$ cat config.mk
export PLATFORM = sky130hd
export DESIGN_NAME = lcd_write_engine_flat
export DESIGN_NICKNAME = d
export VERILOG_FILES = /design/src/rtl/lcd_write_engine_if.sv /design/src/rtl/lcd_write_engine.sv /design/src/flat_wrapper.sv
export SDC_FILE = /design/constraint.sdc
export NUM_CORES = 1
export LEC_CHECK = 0
export CAP_MARGIN = 20
export CORE_ASPECT_RATIO = 1.75
export CORE_MARGIN = 2
export CORE_UTILIZATION = 40
export CTS_CLUSTER_DIAMETER = 120
export DETAILED_ROUTE_END_ITERATION = 10
export PLACE_DENSITY_LB_ADDON = 0.08
export SYNTH_ARGS = -nofsm -noshare
export SYNTH_HDL_FRONTEND = slang
export SYNTH_SLANG_ARGS = --single-unit
$ cat constraint.sdc
create_clock -name CLK -period 8.95 [get_ports CLK]
set_clock_uncertainty 0.2 [all_clocks]
set_input_delay 1.79 -clock CLK [delete_from_list [all_inputs] [get_ports CLK]]
set_output_delay 1.79 -clock CLK [all_outputs]
set_load 0.01 [all_outputs]
$ cat src/rtl/lcd_write_engine_if.sv
// lcd_write_engine_if: upstream RS/RW/DATA byte-stream handshake into the LCD write engine.
interface lcd_write_engine_if;
    logic       IN_VALID;
    logic       IN_RS;
    logic       IN_RW;
    logic [7:0] IN_DATA;
    logic       IN_READY;
    modport master (output IN_VALID, IN_RS, IN_RW, IN_DATA, input IN_READY);
    modport slave  (input IN_VALID, IN_RS, IN_RW, IN_DATA, output IN_READY);
endinterface

$ cat src/rtl/lcd_write_engine.sv
// lcd_write_engine: character-LCD power-up init plus E-strobe write timing for an upstream byte stream.
// Optional SHADOW_RAM_EN keeps a 32-byte readback shadow of the two visible display lines.
module lcd_write_engine #(
    parameter int PWRUP_WAIT = 15000,
    parameter int E_HIGH     = 2,
    parameter int BYTE_WAIT  = 40,
    parameter int CLR_WAIT   = 1600
) (
    input  logic              CLK,
    input  logic              RESET,
    lcd_write_engine_if.slave up,
    output logic              BUSY,
    output logic              LCD_E,
    output logic              LCD_RS,
    output logic              LCD_RW,
    output logic [7:0]        LCD_DATA,
    input  logic [4:0]        RD_IDX,
    output logic [7:0]        RD_CHAR
);
    localparam int M0 = PWRUP_WAIT > E_HIGH ? PWRUP_WAIT : E_HIGH;
    localparam int M1 = BYTE_WAIT > CLR_WAIT ? BYTE_WAIT : CLR_WAIT;
    localparam int CW = $clog2((M0 > M1 ? M0 : M1) + 1);

    typedef enum logic [2:0] {PWRUP, INIT, IDLE, SETUP, EHIGH, HOLD, WAIT} state_t;

    state_t        state_q, state_d;
    logic [CW-1:0] cnt_q, cnt_d;
    logic [1:0]    idx_q, idx_d;
    logic          e_q, e_d, rs_q, rs_d, ready_q, ready_d, busy_q, busy_d;
    logic [7:0]    data_q, data_d, init_byte;
    logic [31:0]   cnt_n, wait_len;
    logic          done;

    assign cnt_n     = 32'(cnt_q) + 32'd1;
    assign init_byte = idx_q == 2'd0 ? 8'h38 : idx_q == 2'd1 ? 8'h0C : idx_q == 2'd2 ? 8'h06 : 8'h01;
    // Clear and home need the long execution wait; judged from the byte still on the bus.
    assign wait_len  = (!rs_q && data_q[7:2] == 6'd0 && data_q[1:0] != 2'd0) ? 32'(CLR_WAIT) : 32'(BYTE_WAIT);

    always_comb begin
        state_d = state_q;
        cnt_d   = cnt_q;
        idx_d   = idx_q;
        e_d     = e_q;
        rs_d    = rs_q;
        data_d  = data_q;
        ready_d = ready_q;
        busy_d  = busy_q;
        done    = 1'b0;
        case (state_q)
            PWRUP: begin
                cnt_d   = cnt_n >= 32'(PWRUP_WAIT) ? '0 : cnt_q + 1'b1;
                state_d = cnt_n >= 32'(PWRUP_WAIT) ? INIT : PWRUP;
            end
            INIT: begin
                state_d = SETUP;
                rs_d    = 1'b0;
                data_d  = init_byte;
            end
            IDLE: if (up.IN_VALID && !up.IN_RW) begin
                state_d = SETUP;
                rs_d    = up.IN_RS;
                data_d  = up.IN_DATA;
                ready_d = 1'b0;
            end
            SETUP: begin
                state_d = EHIGH;
                e_d     = 1'b1;
                cnt_d   = '0;
            end
            EHIGH: if (cnt_n >= 32'(E_HIGH)) begin
                state_d = HOLD;
                e_d     = 1'b0;
            end else cnt_d = cnt_q + 1'b1;
            HOLD: begin
                cnt_d   = '0;
                state_d = WAIT;
                done    = wait_len == 32'd0;
            end
            WAIT: begin
                cnt_d = cnt_q + 1'b1;
                done  = cnt_n >= wait_len;
            end
            default: state_d = PWRUP;
        endcase
        if (done) begin
            state_d = busy_q && idx_q != 2'd3 ? INIT : IDLE;
            idx_d   = busy_q && idx_q != 2'd3 ? idx_q + 1'b1 : idx_q;
            busy_d  = busy_q && idx_q != 2'd3;
            ready_d = !(busy_q && idx_q != 2'd3);
        end
    end

    always_ff @(posedge CLK or negedge RESET) begin
        if (!RESET) begin
            state_q <= PWRUP;
            cnt_q   <= '0;
            idx_q   <= '0;
            e_q     <= 1'b0;
            rs_q    <= 1'b0;
            data_q  <= 8'h00;
            ready_q <= 1'b0;
            busy_q  <= 1'b1;
        end else begin
            state_q <= state_d;
            cnt_q   <= cnt_d;
            idx_q   <= idx_d;
            e_q     <= e_d;
            rs_q    <= rs_d;
            data_q  <= data_d;
            ready_q <= ready_d;
            busy_q  <= busy_d;
        end
    end

    assign up.IN_READY = ready_q;
    assign BUSY        = busy_q;
    assign LCD_E       = e_q;
    assign LCD_RS      = rs_q;
    assign LCD_RW      = 1'b0;
    assign LCD_DATA    = data_q;

`ifdef SHADOW_RAM_EN
    logic [7:0] shadow_q [32];
    logic [6:0] addr_q;
    logic [7:0] rd_q;
    logic       wr;

    // A write counts as issued on the E falling edge.
    assign wr = state_q == EHIGH && state_d == HOLD;

    always_ff @(posedge CLK or negedge RESET) begin
        if (!RESET) begin
            for (int i = 0; i < 32; i++) shadow_q[i] <= 8'h20;
            addr_q <= '0;
            rd_q   <= 8'h20;
        end else begin
            rd_q <= shadow_q[RD_IDX];
            if (wr && rs_q) begin
                if (addr_q[6:4] == 3'd0) shadow_q[{1'b0, addr_q[3:0]}] <= data_q;
                else if (addr_q[6:4] == 3'd4) shadow_q[{1'b1, addr_q[3:0]}] <= data_q;
                addr_q <= addr_q + 1'b1;
            end else if (wr && data_q[7]) addr_q <= data_q[6:0];
            else if (wr && data_q == 8'h01) begin
                for (int i = 0; i < 32; i++) shadow_q[i] <= 8'h20;
                addr_q <= '0;
            end
        end
    end

    assign RD_CHAR = rd_q;
`else
    logic unused_rd_idx;
    assign unused_rd_idx = ^RD_IDX;
    assign RD_CHAR       = 8'h20;
`endif
endmodule

$ cat src/flat_wrapper.sv
// flat-port wrapper written by rule: the top's interface ports become plain ports
module lcd_write_engine_flat 
#(
    parameter int PWRUP_WAIT = 15000,
    parameter int E_HIGH     = 2,
    parameter int BYTE_WAIT  = 40,
    parameter int CLR_WAIT   = 1600
)
  (CLK, RESET, BUSY, LCD_E, LCD_RS, LCD_RW, LCD_DATA, RD_IDX, RD_CHAR, up_IN_VALID, up_IN_RS, up_IN_RW, up_IN_DATA, up_IN_READY);
  lcd_write_engine_if up_i ();
  input  logic CLK;
  input  logic RESET;
  output logic BUSY;
  output logic LCD_E;
  output logic LCD_RS;
  output logic LCD_RW;
  output logic [7:0] LCD_DATA;
  input  logic [4:0] RD_IDX;
  output logic [7:0] RD_CHAR;
  input wire logic [$bits(up_i.IN_VALID)-1:0] up_IN_VALID;
  input wire logic [$bits(up_i.IN_RS)-1:0] up_IN_RS;
  input wire logic [$bits(up_i.IN_RW)-1:0] up_IN_RW;
  input wire logic [$bits(up_i.IN_DATA)-1:0] up_IN_DATA;
  output wire logic [$bits(up_i.IN_READY)-1:0] up_IN_READY;
  assign up_i.IN_VALID = up_IN_VALID;
  assign up_i.IN_RS = up_IN_RS;
  assign up_i.IN_RW = up_IN_RW;
  assign up_i.IN_DATA = up_IN_DATA;
  assign up_IN_READY = up_i.IN_READY;
  lcd_write_engine #(.PWRUP_WAIT(PWRUP_WAIT), .E_HIGH(E_HIGH), .BYTE_WAIT(BYTE_WAIT), .CLR_WAIT(CLR_WAIT)) u_core (.CLK(CLK), .RESET(RESET), .up(up_i), .BUSY(BUSY), .LCD_E(LCD_E), .LCD_RS(LCD_RS), .LCD_RW(LCD_RW), .LCD_DATA(LCD_DATA), .RD_IDX(RD_IDX), .RD_CHAR(RD_CHAR));
endmodule
== After elaboration in Yosys (flattened, before gate mapping) ==
Index checks and enable logic that the tools add are counted.
Widths: inputs -> output; s select.

* Register bits after elaboration: 31
* Input bits: 18
* Output and inout port bits: 21
* Word-level logic and storage cells: 76

* Add/subtract/negate cells: 3
* Order comparisons: 3
* Equal/unequal tests: 15
* Multiplexer cells: 23
* Reduce and logical (&&, ||, !) cells: 24

{| class="wikitable"
|+ Operators by type and width
! operator !! number
|-
| $pmux 14 s4 || 1
|-
| $ge 32x14->1 const B || 1
|-
| $ge 32x2->1 const B || 1
|-
| $ge 32x32->1 || 1
|-
| $logic_not 32->1 || 1
|-
| $mux 14 || 2
|-
| $mux 8 || 3
|-
| $pmux 3 s7 || 1
|-
| $pmux 8 s2 || 1
|-
| $add 14x1->15 const B || 1
|-
| $add 14x1->14 const B || 1
|-
| $mux 3 || 4
|-
| $mux 11 || 1
|-
| $reduce_and 2->1 || 5
|-
| $reduce_bool 2->1 || 5
|-
| $eq 3x3->1 const B || 3
|-
| $eq 3x2->1 const B || 2
|-
| $logic_not 6->1 || 1
|-
| $mux 1 || 6
|-
| $ne 2x1->1 const B || 3
|-
| $ne 3x1->1 const B || 2
|-
| $pmux 1 s2 || 3
|-
| $logic_and 1x1->1 || 4
|-
| $ne 2x2->1 const B || 2
|-
| 11 further kinds || 13
|}

== Longest topological paths before layout ==
* Depth in word-level cells: 8
* Mapped depth: 12
* Gate-level depth less buffers: 11

== Least setup slack after synthesis ==
OpenSTA, ideal clock, no wires.

* Path type: input to register
* Start point: in up_IN_RW
* End point: reg u_core.data_q[1] (netlist: u_core.LCD_DATA[1])
* Library setup time: 0.077 ns
* Arrival: 2.845 ns
* Required time: 8.673 ns
* Path slack: 5.828 ns
* Cell stages on the path: 6
* Buffers on the path: 1
* Cell sequence: nand2b_1 > o21a_1 > nor2_1 > clkbuf_1 > nor2_1 > a21oi_1

* Cells in the longest elaborated chain, start to end: 4

{| class="wikitable"
|+ Ends and longest elaborated chain
! what !! line !! source
|-
| start, declared || flat_wrapper.sv:22 || <nowiki>input wire logic [$bits(up_i.IN_RW)-1:0] up_IN_RW;</nowiki>
|-
| $logic_not 1->1 || lcd_write_engine.sv:59 || <nowiki>IDLE: if (up.IN_VALID && !up.IN_RW) begin</nowiki>
|-
| $logic_and 1x1->1 || lcd_write_engine.sv:59 ||
|-
| $ne 2x1->1 (no line) || n/a ||
|-
| $reduce_and 2->1 (no line) || n/a ||
|-
| end signal, assigned || lcd_write_engine.sv:109 || <nowiki>data_q <= data_d;</nowiki>
|-
| end, declared || lcd_write_engine.sv:30 || <nowiki>logic [7:0] data_q, data_d, init_byte;</nowiki>
|}

No other way between the ends.
A chain may end at the register's enable or synchronous reset.

== Worst setup path after layout ==
* Start point: reg u_core.cnt_q[0]
* End point: reg u_core.cnt_q[1]

* Cells in the longest elaborated chain, start to end: 4
* Elaborated cells between the ends (all ways): 9
* Those cells by class: add/sub (2); order compare (2); eq/ne (1); mux (3); reduce/logical (1)

{| class="wikitable"
|+ Ends and longest elaborated chain
! what !! line !! source
|-
| start, declared || lcd_write_engine.sv:27 || <nowiki>logic [CW-1:0] cnt_q, cnt_d;</nowiki>
|-
| start signal, assigned || lcd_write_engine.sv:105 || <nowiki>cnt_q <= cnt_d;</nowiki>
|-
| $add 14x1->15 || lcd_write_engine.sv:34 || <nowiki>assign cnt_n = 32'(cnt_q) + 32'd1;</nowiki>
|-
| $ge 32x14->1 / $ge 32x2->1 (equally long branches) || lcd_write_engine.sv:51, lcd_write_engine.sv:70 ||
|-
| $mux 14 / $ne 2x2->1 (equally long branches) || n/a ||
|-
| $pmux 14 s4 / $reduce_and 2->1 (equally long branches) || n/a ||
|}

Parallel ways exist; a longest one is shown, timed or not. The select of a mux whose other input is x is not followed.

==> results.yml <==
sta:
  fmax_ghz: 0.245
  slew_violations: 0
  final.setup.tns_ns: 0
  min_period_over_period_pct: 45.6
  min_period_ns: 4.08
  setup_viol: 0
  worst_slew_pin_slew_ns: 0.915
  rsz0062_at_grt: "no"
  relSlewSlack_pct: 38.9
  hold_viol: 0
  layout_setup_ws_ns: 4.87
critical_path:
  r2r_start: "u_core.cnt_q[0]"
  crit_type: "flip-flop to flip-flop"
  critPathRequiredTime_ns: 8.87
  ff2ff_path_depth: 8
  worstSetupStartpoint: "u_core.cnt_q[0]"
  start_kind: "flip-flop"
  crit_arrival_ns: 4.01
  cp_slowest_cell: "nor2_2"
  cp_max_fo: 14
  end_kind: "flip-flop"
  slowest_delay_ns: 0.73
  path_cells: "ha_1 > nand2_1 > nor3_2 > o211ai_1 > a2111oi_4 > a2111oi_2 > nor2_2 > o21ai_0"
  worst-r2r-setup-slack_ns: 4.87
worst_hold_path:
  hold_depth: 1
  min_from: "u_core.BUSY"
  hold_path_class: "flip-flop to flip-flop"
cells_and_area:
  nets: 344
  drive_above_1_share_pct: 17.7
  diodes: 0
  final_util_pct: 45.5
  areaGrowthSynthToFinish_pct: 9.63
  fin_area_um2: 3120
placed_design:
  dpl_cell_area_um2: 2950
  place_ws_ns: 4.84
  dp_hpwl_mm: 5.44
  gp_congestion: 0.857
  portBuffers: 24
power:
  ir_drop_mv: 0.0831
  leakage_nw: 1.16
  total_power_mw: 0.337
  cellPowerDensity_nw_per_um2: 108
cts:
  cts_inserted_buffers: 5
  cts.path.max_buffers: 2
  ctsHtreeMaxLevel: 2
  path_clk_slew_ns: 0.06
  cts_hold_buf: 0
  post_cts_buffers: 0
  insertion_delay_ns: 0.28
  cts_resized: 0
  clockRootBuffer: "clkbuf_16"
  clock_sinks: 31
  cts_tree: "yes"
drt:
  drc: 0
  viasPerCell: 5.99
  drt_iter0_drc: 148
  ant_nets: 0
  drtPass1Iterations: 4
  wire_per_inst_um: 18.9
  wl_mm: 7.58
  vias: 2400
grt:
  antenna_found_initial: 0
  globalRouteTotalUtil_pct: 22.0
  grt_pass1_vias: 2573
  grt_first_pass_wirelength_mm: 13.0
  grt_max_degree: 32
  grt_overflow: 0
yosys:
  synth_edf_count: 0
  synthCells: 307
  avgSynthCellArea_um2: 9.27
  yosys_most_used_dff: "dfrtp_1"
  syn_area_um2: 2850
  synth-seq-area-share_pct: 27.3
  synth_warnings: 0
  ys_seq_elements: 31
  async_flop_share_pct: 100
  synth.distinct_cells: 73
die:
  ios: 39
  die_h_um: 116
  coreArea_um2: 6860
  start_util_pct: 41.5
  die_w_um: 67.8
  die_area_um2: 7830
  rows: 40
status:
  status: "finished clean"
flow_run:
  cap_violations: 0
critical path: cells and delay by family, from the launching register on:
kind / cells / cell delay, ns
compound gates: 4 / 1.13
fa+ha+maj: 1 / 0.54
simple gates: 3 / 1.57
flops: 1 / 0.47
final timing paths:
check	to
max	u_core.cnt_q[1]
min	u_core.BUSY
max reg2reg	u_core.cnt_q[1]
max in group asynchronous	u_core.BUSY
min in group asynchronous	u_core.cnt_q[5]
min reg2reg	u_core.BUSY
state kept, by name (all words and copies together), names as in the netlist:
| signal | flops |
|---|---|
| u_core.LCD_DATA | 8 |
| u_core.cnt_q | 14 |
| u_core.up.IN_READY | 1 |
| u_core.state_q | 3 |
| u_core.LCD_E | 1 |
| u_core.BUSY | 1 |
| u_core.LCD_RS | 1 |
| u_core.idx_q | 2 |
placed cells by master, fill, tap and decap left out, types with 2 or more instances in the layout:
cell	n
mux2_2	2
mux2i_1	4
a211oi_1	7
a21oi_1	20
or3_1	7
nand3_1	15
nand4_1	8
nor3_1	5
clkbuf_16	5
nand2_1	13
and3_1	3
nand4_2	2
o31ai_1	3
o41ai_2	2
o22ai_2	8
nor2b_1	3
inv_1	23
o21a_1	2
clkbuf_8	2
a211oi_2	9
xnor2_1	12
conb_1	9
nor2_1	13
o221ai_1	2
nand2b_1	3
o211ai_1	4
or3_2	2
and2_1	2
clkdlybuf4s50_1	24
and4_1	2
nor4_1	4
o41ai_1	2
ha_1	10
dfrtp_1	30
a31oi_1	3
o21ai_0	11
o22ai_1	2
buf_4	5
where the power goes:
group	total (mW)	leakage [nW]	internal (mW)	switching [mW]
Combinational	0.0104	0.672	0.00497	0.00540
Clock	0.186	0.0761	0.118	0.0678
Sequential	0.140	0.410	0.140	0
Total	0.337	1.16	0.264	0.0732
synth_stat cells (2+ instances only):
library cell | count | area (um2)
o21a_1 | 2 | 15.0
buf_6 | 10 | 113
mux2i_1 | 4 | 40.0
nor2_1 | 13 | 48.8
clkbuf_1 | 6 | 22.5
o41ai_2 | 2 | 32.5
o22ai_1 | 2 | 12.5
xnor2_1 | 12 | 105
nor4_1 | 4 | 25.0
inv_1 | 23 | 86.3
and2_1 | 2 | 12.5
nor3_1 | 5 | 25.0
o22ai_2 | 8 | 100
nand2_1 | 13 | 48.8
nand4_1 | 8 | 50.1
nand4_2 | 2 | 25.0
conb_1 | 2 | 7.51
ha_1 | 10 | 125
buf_4 | 11 | 82.6
and4_1 | 2 | 17.5
nand2b_1 | 3 | 18.8
o211ai_1 | 4 | 30.0
o221ai_1 | 2 | 17.5
o41ai_1 | 2 | 17.5
dfrtp_1 | 30 | 751
o21ai_0 | 11 | 55.1
a211oi_2 | 9 | 113
nand3_1 | 15 | 75.1
and3_1 | 3 | 18.8
mux2_2 | 2 | 22.5
a31oi_1 | 3 | 18.8
a21oi_1 | 20 | 100
clkbuf_8 | 5 | 68.8
nor2b_1 | 3 | 18.8
or3_2 | 2 | 15.0
a211oi_1 | 7 | 52.6
or3_1 | 7 | 43.8
o31ai_1 | 3 | 22.5
through the flow:
step,hold WS (ns),std cells
after floorplan,0.292,314
after CTS,0.290,400
after detailed placement,0.281,392
final,0.286,401
after global placement,0.277,392
after global routing,0.311,401
metal layers:
metal | global-route usage (%) | up-vias | routed length [um]
met5 | 0 | - | 0
met4 | 10.0 | 0 | 273
met3 | 3.50 | 21 | 273
met2 | 39.7 | 57 | 4180
met1 | 24.5 | 1183 | 2850
li1 | - | 1139 | -
layout make-up:
cell class	count	area, um2
Fill cell	672	3740
Multi-Input combinational cell	225	1710
Sequential cell	31	777
Timing Repair Buffer	29	278
Clock buffer	7	153
Tap cell	84	105
Inverter	24	90.1
Clock inverter	1	7.51
logic make-up after synthesis:
family | share of synthesized area [%]
AOI/OAI and AO/OA | 28.0
xor gates and xnor gates | 3.69
adders and majority gates | 4.75
buffers and inverters | 13.5
DFF | 27.3
muxes | 2.20
other | 0.264
and+or+nand+nor | 20.3
No activity file was read; power rests on OpenSTA's default activity.
